===== config.mk =====
export PLATFORM = sky130hd
export DESIGN_NAME = mem_port_arbiter_flat
export DESIGN_NICKNAME = d
export VERILOG_FILES = /design/src/rtl/mem_port_arbiter_if.sv /design/src/rtl/mem_port_arbiter.sv /design/src/flat_wrapper.sv
export SDC_FILE = /design/constraint.sdc
export NUM_CORES = 1
export LEC_CHECK = 0
export BUFFER_PORTS_ARGS = -buffer_cell sky130_fd_sc_hd__buf_2
export CELL_PAD_IN_SITES_DETAIL_PLACEMENT = 0
export CELL_PAD_IN_SITES_GLOBAL_PLACEMENT = 1
export CORE_MARGIN = 10
export CORE_UTILIZATION = 15
export CTS_CLUSTER_DIAMETER = 200
export DETAILED_ROUTE_END_ITERATION = 8
export HOLD_SLACK_MARGIN = 0.06
export PLACE_DENSITY_LB_ADDON = 0.1
export REMOVE_ABC_BUFFERS = 1
export SLEW_MARGIN = 25
export SYNTH_ARGS = -nofsm -noshare
export SYNTH_HDL_FRONTEND = slang
export SYNTH_SLANG_ARGS = --single-unit

===== constraint.sdc =====
create_clock -name clk -period 2.4 [get_ports clk]
set_input_delay 0.48 -clock clk [delete_from_list [all_inputs] [get_ports clk]]
set_output_delay 0.48 -clock clk [all_outputs]
set_load 0.05 [all_outputs]

===== src/rtl/mem_port_arbiter_if.sv =====
// Bus bundle for mem_port_arbiter: fetch port, load/store port and the shared memory port.
// The slave modport is the arbiter's view; the master modport is the requester/memory side.
interface mem_port_arbiter_if;
  logic        inst_req;
  logic [31:0] inst_addr;
  logic        inst_addr_ok;
  logic        inst_data_ok;
  logic [31:0] inst_rdata;

  logic        data_req;
  logic        data_wr;
  logic [3:0]  data_wstrb;
  logic [31:0] data_addr;
  logic [31:0] data_wdata;
  logic        data_addr_ok;
  logic        data_data_ok;
  logic [31:0] data_rdata;

  logic        mem_req;
  logic        mem_wr;
  logic [3:0]  mem_wstrb;
  logic [31:0] mem_addr;
  logic [31:0] mem_wdata;
  logic        mem_addr_ok;
  logic        mem_data_ok;
  logic [31:0] mem_rdata;

  modport slave (
    input  inst_req, inst_addr,
    output inst_addr_ok, inst_data_ok, inst_rdata,
    input  data_req, data_wr, data_wstrb, data_addr, data_wdata,
    output data_addr_ok, data_data_ok, data_rdata,
    output mem_req, mem_wr, mem_wstrb, mem_addr, mem_wdata,
    input  mem_addr_ok, mem_data_ok, mem_rdata
  );

  modport master (
    output inst_req, inst_addr,
    input  inst_addr_ok, inst_data_ok, inst_rdata,
    output data_req, data_wr, data_wstrb, data_addr, data_wdata,
    input  data_addr_ok, data_data_ok, data_rdata,
    input  mem_req, mem_wr, mem_wstrb, mem_addr, mem_wdata,
    output mem_addr_ok, mem_data_ok, mem_rdata
  );
endinterface


===== src/rtl/mem_port_arbiter.sv =====
// Two-requester (fetch, load/store) arbiter onto one pipelined memory port with an in-order response FIFO.
// Define ARB_ROUND_ROBIN_EN to alternate priority between sources; default is fixed data-over-inst priority.
module mem_port_arbiter #(
  parameter int unsigned OUTST_DEPTH = 2
) (
  input  logic                clk,
  input  logic                resetn,
  mem_port_arbiter_if.slave   bus
);

  localparam int unsigned PTR_W = (OUTST_DEPTH > 1) ? $clog2(OUTST_DEPTH) : 1;
  localparam int unsigned CNT_W = $clog2(OUTST_DEPTH + 1);
  localparam logic SRC_INST = 1'b0;
  localparam logic SRC_DATA = 1'b1;

  typedef enum logic [1:0] {
    ST_IDLE,
    ST_LOCK_INST,
    ST_LOCK_DATA
  } lock_state_t;

  lock_state_t          state;
  logic [CNT_W-1:0]     count;
  logic [PTR_W-1:0]     wptr;
  logic [PTR_W-1:0]     rptr;
  logic [OUTST_DEPTH-1:0] src_fifo;

`ifdef ARB_ROUND_ROBIN_EN
  logic prio_data;
`endif

  logic both_prio;
  logic sel_src;
  logic full;
  logic mem_req_c;
  logic handshake;
  logic pop;
  logic head_src;

  // Source selection, issue gating and response routing
  always_comb begin
`ifdef ARB_ROUND_ROBIN_EN
    both_prio = prio_data;
`else
    both_prio = SRC_DATA;
`endif
    full = (count == CNT_W'(OUTST_DEPTH));
    if (state == ST_LOCK_INST) begin
      sel_src = SRC_INST;
    end else if (state == ST_LOCK_DATA) begin
      sel_src = SRC_DATA;
    end else if (bus.data_req && bus.inst_req) begin
      sel_src = both_prio;
    end else begin
      sel_src = bus.data_req ? SRC_DATA : SRC_INST;
    end
    mem_req_c = resetn && !full &&
                ((state != ST_IDLE) || bus.inst_req || bus.data_req);
    handshake = mem_req_c && bus.mem_addr_ok;
    head_src  = src_fifo[rptr];
    pop       = resetn && bus.mem_data_ok && (count != '0);
  end

  assign bus.mem_req      = mem_req_c;
  assign bus.mem_wr       = (sel_src == SRC_DATA) ? bus.data_wr    : 1'b0;
  assign bus.mem_wstrb    = (sel_src == SRC_DATA) ? bus.data_wstrb : 4'b0000;
  assign bus.mem_addr     = (sel_src == SRC_DATA) ? bus.data_addr  : bus.inst_addr;
  assign bus.mem_wdata    = (sel_src == SRC_DATA) ? bus.data_wdata : 32'h0;

  assign bus.inst_addr_ok = handshake && (sel_src == SRC_INST);
  assign bus.data_addr_ok = handshake && (sel_src == SRC_DATA);
  assign bus.inst_data_ok = pop && (head_src == SRC_INST);
  assign bus.data_data_ok = pop && (head_src == SRC_DATA);
  assign bus.inst_rdata   = bus.mem_rdata;
  assign bus.data_rdata   = bus.mem_rdata;

  // Lock FSM, source-ID FIFO and priority pointer
  always_ff @(posedge clk) begin
    if (!resetn) begin
      state <= ST_IDLE;
      count <= '0;
      wptr  <= '0;
      rptr  <= '0;
`ifdef ARB_ROUND_ROBIN_EN
      prio_data <= SRC_DATA;
`endif
    end else begin
      if (mem_req_c && !bus.mem_addr_ok) begin
        state <= (sel_src == SRC_DATA) ? ST_LOCK_DATA : ST_LOCK_INST;
      end else if (handshake) begin
        state <= ST_IDLE;
      end

      if (handshake) begin
        src_fifo[wptr] <= sel_src;
        wptr           <= wptr + PTR_W'(1);
      end
      if (pop) begin
        rptr <= rptr + PTR_W'(1);
      end
      if (handshake && !pop) begin
        count <= count + CNT_W'(1);
      end else if (!handshake && pop) begin
        count <= count - CNT_W'(1);
      end

`ifdef ARB_ROUND_ROBIN_EN
      // The source not granted at this handshake wins the next tie.
      if (handshake) begin
        prio_data <= (sel_src == SRC_INST);
      end
`endif
    end
  end

endmodule


===== src/flat_wrapper.sv =====
// flat-port wrapper written by rule: the top's interface ports become plain ports
module mem_port_arbiter_flat 
#(
  parameter int unsigned OUTST_DEPTH = 2
)
  (clk, resetn, bus_inst_req, bus_inst_addr, bus_inst_addr_ok, bus_inst_data_ok, bus_inst_rdata, bus_data_req, bus_data_wr, bus_data_wstrb, bus_data_addr, bus_data_wdata, bus_data_addr_ok, bus_data_data_ok, bus_data_rdata, bus_mem_req, bus_mem_wr, bus_mem_wstrb, bus_mem_addr, bus_mem_wdata, bus_mem_addr_ok, bus_mem_data_ok, bus_mem_rdata);
  mem_port_arbiter_if bus_i ();
  input  logic clk;
  input  logic resetn;
  input wire logic [$bits(bus_i.inst_req)-1:0] bus_inst_req;
  input wire logic [$bits(bus_i.inst_addr)-1:0] bus_inst_addr;
  output wire logic [$bits(bus_i.inst_addr_ok)-1:0] bus_inst_addr_ok;
  output wire logic [$bits(bus_i.inst_data_ok)-1:0] bus_inst_data_ok;
  output wire logic [$bits(bus_i.inst_rdata)-1:0] bus_inst_rdata;
  input wire logic [$bits(bus_i.data_req)-1:0] bus_data_req;
  input wire logic [$bits(bus_i.data_wr)-1:0] bus_data_wr;
  input wire logic [$bits(bus_i.data_wstrb)-1:0] bus_data_wstrb;
  input wire logic [$bits(bus_i.data_addr)-1:0] bus_data_addr;
  input wire logic [$bits(bus_i.data_wdata)-1:0] bus_data_wdata;
  output wire logic [$bits(bus_i.data_addr_ok)-1:0] bus_data_addr_ok;
  output wire logic [$bits(bus_i.data_data_ok)-1:0] bus_data_data_ok;
  output wire logic [$bits(bus_i.data_rdata)-1:0] bus_data_rdata;
  output wire logic [$bits(bus_i.mem_req)-1:0] bus_mem_req;
  output wire logic [$bits(bus_i.mem_wr)-1:0] bus_mem_wr;
  output wire logic [$bits(bus_i.mem_wstrb)-1:0] bus_mem_wstrb;
  output wire logic [$bits(bus_i.mem_addr)-1:0] bus_mem_addr;
  output wire logic [$bits(bus_i.mem_wdata)-1:0] bus_mem_wdata;
  input wire logic [$bits(bus_i.mem_addr_ok)-1:0] bus_mem_addr_ok;
  input wire logic [$bits(bus_i.mem_data_ok)-1:0] bus_mem_data_ok;
  input wire logic [$bits(bus_i.mem_rdata)-1:0] bus_mem_rdata;
  assign bus_i.inst_req = bus_inst_req;
  assign bus_i.inst_addr = bus_inst_addr;
  assign bus_inst_addr_ok = bus_i.inst_addr_ok;
  assign bus_inst_data_ok = bus_i.inst_data_ok;
  assign bus_inst_rdata = bus_i.inst_rdata;
  assign bus_i.data_req = bus_data_req;
  assign bus_i.data_wr = bus_data_wr;
  assign bus_i.data_wstrb = bus_data_wstrb;
  assign bus_i.data_addr = bus_data_addr;
  assign bus_i.data_wdata = bus_data_wdata;
  assign bus_data_addr_ok = bus_i.data_addr_ok;
  assign bus_data_data_ok = bus_i.data_data_ok;
  assign bus_data_rdata = bus_i.data_rdata;
  assign bus_mem_req = bus_i.mem_req;
  assign bus_mem_wr = bus_i.mem_wr;
  assign bus_mem_wstrb = bus_i.mem_wstrb;
  assign bus_mem_addr = bus_i.mem_addr;
  assign bus_mem_wdata = bus_i.mem_wdata;
  assign bus_i.mem_addr_ok = bus_mem_addr_ok;
  assign bus_i.mem_data_ok = bus_mem_data_ok;
  assign bus_i.mem_rdata = bus_mem_rdata;
  mem_port_arbiter #(.OUTST_DEPTH(OUTST_DEPTH)) u_core (.clk(clk), .resetn(resetn), .bus(bus_i));
endmodule

==> results.toml, run 1 <==
[layout]
nets = 439
layout.cells.non_filler = 431
drive_gt1_share_pct = 73.83
antenna_cells = 0
mostFrequentLayoutCells = "180 x buf_2, 39 x and2_1, 32 x mux2_2"
synthToLayoutAreaGrowth_pct = 41.98
layout_commonest_cell = "buf_2"

[floorplan]
core_um2 = 9819
rows = 36
initial_core_util_pct = 15.48
die_w_um = 120.7
die_h_um = 120.7
ios = 277
die_area_um2 = 14560

[sta]
worstMarginPinSlew_ps = 396.0
max_slew_margin_pct = 73.48
final.min_clock_period_ps = 2180
tns_ps = 0
finalCritPeriodShare_pct = 90.81
setup_viol = 0
rsz0062_at_grt = "false"
clock.fmax_mhz = 458.8
fin_skew_ps = 0.6941
final_max_slew_viol_count = 0
hold_viol_final = 0

[worst_setup_path]
crit_path_end_kind = "output port"
critPathMaxFanout = 39
r2r_cells = 6
r2r-end = "u_core.count[1]$_SDFFE_PN0P_"
regToRegSetupSlack_ps = 320
crit_path_start_kind = "register"
criticalPathCategory = "register to output port"
arrival_ps = 1700
path_cells = "nor2_1 > o21ai_4 > buf_12 > mux2_2 > buf_2"
slowest_delay_ps = 380
critPathTopFamily = "buffers and inverters"
r2r-start = "u_core.state[0]$_SDFFE_PN0P_"
crit_buf_inv = 2
cp_slowest_cell = "dfxtp_1"
cp.required_ps = 1920

[grt]
first_global_vias = 1858
use_met1_pct = 13.05
grt.met3_usage_pct = 11.07
grt-busiest-layer = "met2"
met2_usage_pct = 18.71
grtUsageTotal_pct = 12.37
grt_overflow = 0
antenna_found_initial = 3
grt_max_degree = 40
grt_pass1_wl_um = 13330

[synth]
ys_seq_elements = 8
yosysWarnings = 0
synth_area_um2 = 1520
synth.avg_cell_area_um2 = 8.217
yosys.area.top_type = "buf_4"
synth_seq_area_share_pct = 11.85
postSynthCellCount = 185
post-synth-top-area-fraction_pct = 32.59
yosysUniqueCellTypes = 27
synth_area_leaders = "buf_4 33%, mux2_2 24%, and2_1 16%"

[cts]
clk_pin_slew_ps = 40
post-cts-setup-buffers = 0
cts_inserted_buffers = 3
cts_num_sinks = 8
post_cts_resized = 0
cts.htree.levels = 1
clk_path_buf_depth = 2
cts_tree = "done"
cts.root.buffer_cell = "clkbuf_8"
clock_latency_ps = 230
hold_buffers = 0

[power]
peakVddDrop_mv = 0.2332
power.density_nw_per_um2 = 622.8
power.leakage_nw = 1.175

[route]
routedWlPerCell_um = 22.96
drtPass1Iterations = 4
vias = 1649
drt_iter0_markers = 37
vias_per_cell = 3.826
route.detailed.drc = 0
antenna_left = 0
routed_wl_um = 9894

[min_path]
holdPathStages = 2
hold_start = "u_core.wptr$_SDFFE_PN0P_"
min_delay_worst_endpoint = "u_core.wptr$_SDFFE_PN0P_"
holdCritPathClass = "register to register"

[place]
gp_congestion = 0.7406
io_buffer_count = 180
dpl.hpwl_um = 8924
dpl.cell_count = 427

[outcome]
status = "completed"

[run]
maxCapViolCount = 0
-- cells by family after synthesis --
| logic type | count (synthesis) | synth area share, % |
|---|---|---|
| adders and majority gates | 1 | 0.8229 |
| buffers and inverters | 75 | 35.06 |
| xor gates and xnor gates | 3 | 1.729 |
| AOI/OAI and AO/OA | 7 | 3.127 |
| muxes | 33 | 24.36 |
| DFF | 8 | 11.85 |
| and+or+nand+nor | 58 | 23.04 |
-- Yosys cell counts, drive strengths merged --
cell type and count:
clkbuf 4, xnor2 2, o21ai 2, a41o 1, o211ai 1, or4 1
o22ai 2, mux2i 1, and3 3, nand2b 1, and2 39, nor2 5
a21boi 1, ha 1, nand4 2, edfxtp 2, xor2 1, nand2 4
buf 69, nor2b 2, or3 1, inv 2, mux2 32, dfxtp 6
-- final cells by class --
| class | count | area, um2 |
|---|---|---|
| flip-flops and latches | 8 | 180.2 |
| fillers | 1160 | 7661 |
| multi-input cells | 102 | 818.3 |
| clock buffers | 4 | 45.04 |
| well taps | 133 | 166.4 |
| repair buffers | 182 | 940.9 |
| inverters | 2 | 7.507 |
-- layer usage --
metal	up-vias	wire length [um]
met1	723	3591
li1	765	-
met3	6	1718
met4	6	11
met2	149	4484
met5	-	87
-- sequential cells by signal (all words and copies together) (netlist names) --
name and cells:
u_core.state 2, u_core.wptr 1, u_core.count 2, u_core.src_fifo 2, u_core.rptr 1
-- worst register-to-register path: cells and delay by family (launching register included) --
kind	cells	cell delay, ps
AND/OR/NAND/NOR	3	1130
adder cells (fa/ha/maj)	1	310
flip-flops	1	340
AO/OA/AOI/OAI	1	150
buffers and inverters	1	70
-- worst max path at each step --
stage                                       from                            to  slack [ps]  cells after the start
floorplan                           bus_data_req              bus_inst_addr_ok       -1820                      3
global placement                    bus_inst_req  u_core.count[1]$_SDFFE_PN0P_         180                      7
detailed placement                  bus_inst_req  u_core.count[1]$_SDFFE_PN0P_         130                      7
CTS                 u_core.state[1]$_SDFFE_PN0P_              bus_mem_addr[16]         200                      5
global route        u_core.state[1]$_SDFFE_PN0P_              bus_mem_addr[18]         130                      5
finish              u_core.state[1]$_SDFFE_PN0P_              bus_mem_addr[16]         220                      5
-- where the power goes --
| group | switching [mW] | internal [mW] |
|---|---|---|
| registers | 0.0149 | 0.157 |
| clock network | 0.0532 | 0.115 |
| logic | 0.699 | 0.305 |
| total | 0.768 | 0.577 |
-- through the flow --
step | hold slack (ps) | power [mW] | setup slack, ps | utilization, % | area [um2]
after detailed placement | 475.7 | 1.196 | 134.6 | 21.52 | 2113
after CTS | 481.9 | 1.370 | 195.6 | 21.98 | 2158
after floorplan | 457.3 | 0.9012 | -1823 | - | 994.7
after global placement | 487.8 | 1.210 | 176.9 | 21.52 | 2113
final | 488.5 | 1.344 | 220.5 | 21.98 | 2158
after global routing | 522.1 | 1.420 | 129.2 | 21.98 | 2158
(Power assumes the default switching activity.)
==> inputs of run 2 (changes only) <==
CTS_BUF_LIST = sky130_fd_sc_hd__clkbuf_8   (was not set)
==> run 2 against run 1 <==
  * Sequential share of layout area unchanged
  * Combinational power is essentially flat
  * Hold slack lost 2.2 ps
  * Worst setup slack barely moved
  * Critical path depth unchanged
  * Clock skew about the same
  * Die area unchanged
  * Via count increased by 0.30%
  * Register-to-register slack barely moved
==> results.toml, run 2 (synthesis results as in run 1) <==
[layout]
antenna_cells = 0
synthToLayoutAreaGrowth_pct = 41.98
mostFrequentLayoutCells = "180 x buf_2, 39 x and2_1, 32 x mux2_2"
layout_commonest_cell = "buf_2"
nets = 439
drive_gt1_share_pct = 73.83
final_util_pct = 21.98
reg.largest.list = "u_core.count: 2 flops, u_core.src_fifo: 2 flops, u_core.state: 2 flops"

[cts]
clk_path_buf_depth = 2
cts_tree = "done"
post-cts-setup-buffers = 0
cts_inserted_buffers = 3
cts.root.buffer_cell = "clkbuf_8"
cts.htree.levels = 1
post_cts_resized = 0
clk_pin_slew_ps = 40
clock_latency_ps = 230
cts_num_sinks = 8
hold_buffers = 0

[route]
antenna_left = 0
routed_wl_um = 9892
met3RoutedLength_um = 1737
wl_met1_um = 3574
route.detailed.drc = 0
maxUsedRoutingLayer = "met5"
vias_per_cell = 3.838
drt_iter0_markers = 37
routedWlPerCell_um = 22.95
vias = 1654
dr_wl_met2_um = 4481
drtPass1Iterations = 4

[power]
peakVddDrop_mv = 0.2332
p_total_mw = 1.340
power.leakage_nw = 1.180
power.density_nw_per_um2 = 620.8

[worst_setup_path]
critPathMaxFanout = 39
r2r_cells = 6
criticalPathCategory = "register to output port"
slowest_delay_ps = 380
critPathTopFamily = "buffers and inverters"
regToRegSetupSlack_ps = 320
crit_buf_inv = 2
crit_path_end_kind = "output port"
cp_num_cells = 5
crit_path_start_kind = "register"
cp.required_ps = 1920
arrival_ps = 1700
cp_slowest_cell = "dfxtp_1"
path_cells = "nor2_1 > o21ai_4 > buf_12 > mux2_2 > buf_2"

[floorplan]
ios = 277
die_h_um = 120.7
die_w_um = 120.7
core_um2 = 9819
rows = 36
initial_core_util_pct = 15.48
die_area_um2 = 14560

[run]
maxCapViolCount = 0

[place]
gp_congestion = 0.7406
io_buffer_count = 180
dpl.hpwl_um = 8924

[sta]
max_slew_margin_pct = 73.48
hold_viol_final = 0
clock.fmax_mhz = 458.8
worstMarginPinSlew_ps = 396.0
setup_viol = 0
finalCritPeriodShare_pct = 90.81
final_max_slew_viol_count = 0
fin_skew_ps = 1.012
rsz0062_at_grt = "false"
final.min_clock_period_ps = 2180

[grt]
first_global_vias = 1858
grt_pass1_wl_um = 13330
grtUsageTotal_pct = 12.37
grt_overflow = 0
grt_max_degree = 40
antenna_found_initial = 3

[min_path]
holdPathStages = 2
holdCritPathClass = "register to register"

[outcome]
status = "completed"
## run 2: changes by cell type in the layout (fill, tap and decap cells not counted), sizes merged
cell,previous run,this run
clkbuf,4,3
inv,2,3
## run 2: final timing paths
kind                           startpoint                           end
max          u_core.state[1]$_SDFFE_PN0P_              bus_mem_addr[16]
min reg2reg      u_core.wptr$_SDFFE_PN0P_      u_core.wptr$_SDFFE_PN0P_
min              u_core.wptr$_SDFFE_PN0P_      u_core.wptr$_SDFFE_PN0P_
max reg2reg  u_core.state[0]$_SDFFE_PN0P_  u_core.count[1]$_SDFFE_PN0P_
## run 2: cell type report
| type | count | area, um2 |
|---|---|---|
| Timing Repair Buffer | 182 | 940.9 |
| Inverter | 2 | 7.507 |
| Tap cell | 133 | 166.4 |
| Clock buffer | 3 | 41.29 |
| Sequential cell | 8 | 180.2 |
| Fill cell | 1160 | 7661 |
| Clock inverter | 1 | 3.754 |
| Multi-Input combinational cell | 102 | 818.3 |
## run 2: tightest hold or removal path, delay by kind of cell, from the launching register on
family / cells / cell delay [ps]
flip-flops: 1 / 320
AND/OR/NAND/NOR: 1 / 60
AO/OA/AOI/OAI: 1 / 50
## run 2: metrics by stage
stage / setup slack (ps) / setup TNS, ps / hold WS [ps] / std cells / instance area (um2)
after CTS: 195.6 / 0 / 482.0 / 431 / 2158
after global routing: 129.2 / 0 / 522.1 / 431 / 2158
after detailed placement: 134.6 / 0 / 475.7 / 427 / 2113
after floorplan: -1823 / -118870 / 457.3 / 112 / 994.7
after global placement: 176.9 / 0 / 487.8 / 427 / 2113
final: 220.5 / 0 / 486.3 / 431 / 2158
## run 2: power by group
part	switching [mW]	leakage (nW)	internal, mW
Combinational	0.699	1.09	0.305
Clock	0.0535	0.0269	0.111
Sequential	0.0149	0.0674	0.157
Total	0.768	1.18	0.572
## run 2: metal layers
layer | global-route usage (%) | up-vias
li1 | - | 765
met1 | 13.05 | 723
met2 | 18.71 | 154
met3 | 11.07 | 6
met4 | 0.6033 | 6
met5 | 3.125 | -
==> inputs of run 3 (changes only) <==
--- a/config.mk
+++ b/config.mk
@@ -9,4 +9,5 @@
 export CELL_PAD_IN_SITES_DETAIL_PLACEMENT = 0
 export CELL_PAD_IN_SITES_GLOBAL_PLACEMENT = 1
+export CORE_ASPECT_RATIO = 0.6
 export CORE_MARGIN = 10
 export CORE_UTILIZATION = 15
@@ -17,5 +18,5 @@
 export PLACE_DENSITY_LB_ADDON = 0.1
 export REMOVE_ABC_BUFFERS = 1
-export SLEW_MARGIN = 25
+export SLEW_MARGIN = 20
 export SYNTH_ARGS = -nofsm -noshare
 export SYNTH_HDL_FRONTEND = slang
==> constraint.sdc (replaced) <==
create_clock -name clk -period 2.4 [get_ports clk]
set_input_delay 0.24 -clock clk [delete_from_list [all_inputs] [get_ports clk]]
set_output_delay 0.24 -clock clk [all_outputs]
set_load 0.05 [all_outputs]
==> run 3 against run 2 <==
  * Clock power barely moved
  * Critical path type unchanged
  * Register-to-register slack got worse by 20 ps
  * Via count is 6.6% lower
  * Final cell count up 0.46%
  * Sequential cell count unchanged
  * Critical endpoint is now bus_mem_addr[27]
  * Non-clock buffer count did not move
  * Global-route usage decreased by 0.80 points
  * Die area grew 0.91%
==> results.toml, run 3 (synthesis results as in run 1) <==
[layout]
fillers = 1148
antenna_cells = 0
synthToLayoutAreaGrowth_pct = 41.32
finalInstanceArea_um2 = 2148
drive_gt1_share_pct = 73.83
final_util_pct = 21.75
layout_commonest_cell = "buf_2"
nets = 439
mostFrequentLayoutCells = "180 x buf_2, 39 x and2_1, 32 x mux2_2"
reg.largest.list = "u_core.count: 2 flops, u_core.src_fifo: 2 flops, u_core.state: 2 flops"

[sta]
rsz0062_at_grt = "false"
worstMarginPinSlew_ps = 454.0
finalCritPeriodShare_pct = 89.36
final.setup.worst_slack_ps = 255.3
hold_viol_final = 0
setup_viol = 0
final_max_slew_viol_count = 0
fin_skew_ps = 3.397
max_slew_margin_pct = 69.60
final.min_clock_period_ps = 2145
clock.fmax_mhz = 466.3

[run]
maxCapViolCount = 0

[worst_setup_path]
crit_path_start_kind = "register"
regToRegSetupSlack_ps = 300
arrival_ps = 1900
r2r-end = "u_core.count[1]$_SDFFE_PN0P_"
r2r_cells = 6
r2r-start = "u_core.state[0]$_SDFFE_PN0P_"
crit_path_end_kind = "output port"
critPathMaxFanout = 57
criticalPathCategory = "register to output port"
cp.required_ps = 2160

[min_path]
holdPathStages = 3
holdCritPathClass = "input port to register"
min_delay_worst_endpoint = "u_core.wptr$_SDFFE_PN0P_"
hold_start = "resetn"

[grt]
grt_max_degree = 58
grt_pass1_wl_um = 12510
first_global_vias = 1572
antenna_found_initial = 0
grt_overflow = 0
grtUsageTotal_pct = 11.57

[cts]
post_cts_resized = 0
hold_buffers = 0
clk_pin_slew_ps = 40
clock_latency_ps = 230
cts.root.buffer_cell = "clkbuf_8"
cts.htree.levels = 1
clk_path_buf_depth = 2
cts_inserted_buffers = 3
post-cts-setup-buffers = 0
cts_tree = "done"
cts_num_sinks = 8

[floorplan]
die_h_um = 97.98
initial_core_util_pct = 15.39
core_um2 = 9879
die_w_um = 150.0
ios = 277
die_area_um2 = 14690
rows = 28

[route]
vias_per_cell = 3.568
antenna_left = 0
drtPass1Iterations = 4
route.detailed.drc = 0
vias = 1545
routedWlPerCell_um = 22.00
routed_wl_um = 9528
drt_iter0_markers = 41

[outcome]
status = "completed"

[place]
dpl.hpwl_um = 8460
postPlaceCellArea_um2 = 2103
pre_cts_slack_ps = 300.7
gp_congestion = 0.7634
io_buffer_count = 180

[power]
peakVddDrop_mv = 0.2193
power.density_nw_per_um2 = 620.4
power.leakage_nw = 1.175
run 3: per-layer routing:
layer,track usage (%),share of wire (%),vias up
met3,7.281,14,2
met2,20.15,50,96
met1,12.12,36,682
met4,0.6696,0.042,0
met5,0,0,-
li1,-,-,765
run 3: how the worst max path moves through the flow:
| stage | startpoint | end | depth (start not counted) |
|---|---|---|---|
| finish | u_core.state[1]$_SDFFE_PN0P_ | bus_mem_addr[27] | 5 |
| global route | u_core.state[1]$_SDFFE_PN0P_ | bus_mem_addr[27] | 5 |
| CTS | u_core.state[1]$_SDFFE_PN0P_ | bus_mem_addr[27] | 5 |
| detailed placement | u_core.state[0]$_SDFFE_PN0P_ | u_core.count[1]$_SDFFE_PN0P_ | 6 |
| global placement | u_core.state[0]$_SDFFE_PN0P_ | u_core.count[1]$_SDFFE_PN0P_ | 6 |
| floorplan | u_core.state[1]$_SDFFE_PN0P_ | bus_inst_addr_ok | 3 |
run 3: power by group:
group          leakage [nW]  switching (mW)  total, mW  internal (mW)
Sequential           0.0674          0.0149      0.172          0.157
Combinational          1.08           0.697      0.996          0.299
Clock                0.0269          0.0548      0.166          0.111
Total                  1.17           0.767       1.33          0.566
run 3: critical path, cell delays in order, from the launching register on:
cell and delay (ps):
dfxtp_1 370, nor2_1 90, o21ai_4 310, buf_12 280, mux2_2 370, buf_2 220
run 3: stage by stage:
| stage | hold WS [ps] | TNS (ps) | power, mW | cells |
|---|---|---|---|---|
| after floorplan | 361.7 | -93280 | 0.9012 | 112 |
| after global routing | 381.9 | 0 | 1.404 | 433 |
| final | 371.6 | 0 | 1.333 | 433 |
| after CTS | 369.7 | 0 | 1.354 | 433 |
| after global placement | 481.1 | 0 | 1.193 | 429 |
| after detailed placement | 476.3 | 0 | 1.183 | 429 |
run 3: cell type report:
cell class	instances	area (um2)	share of cell area [%]
clock buffer	3	41.29	1.922
clock inverter	1	3.754	0.1747
inverter	2	7.507	0.3494
multi-input combinational	102	818.3	38.09
sequential	8	180.2	8.387
tap	135	168.9	7.863
timing repair buffer	182	928.4	43.21
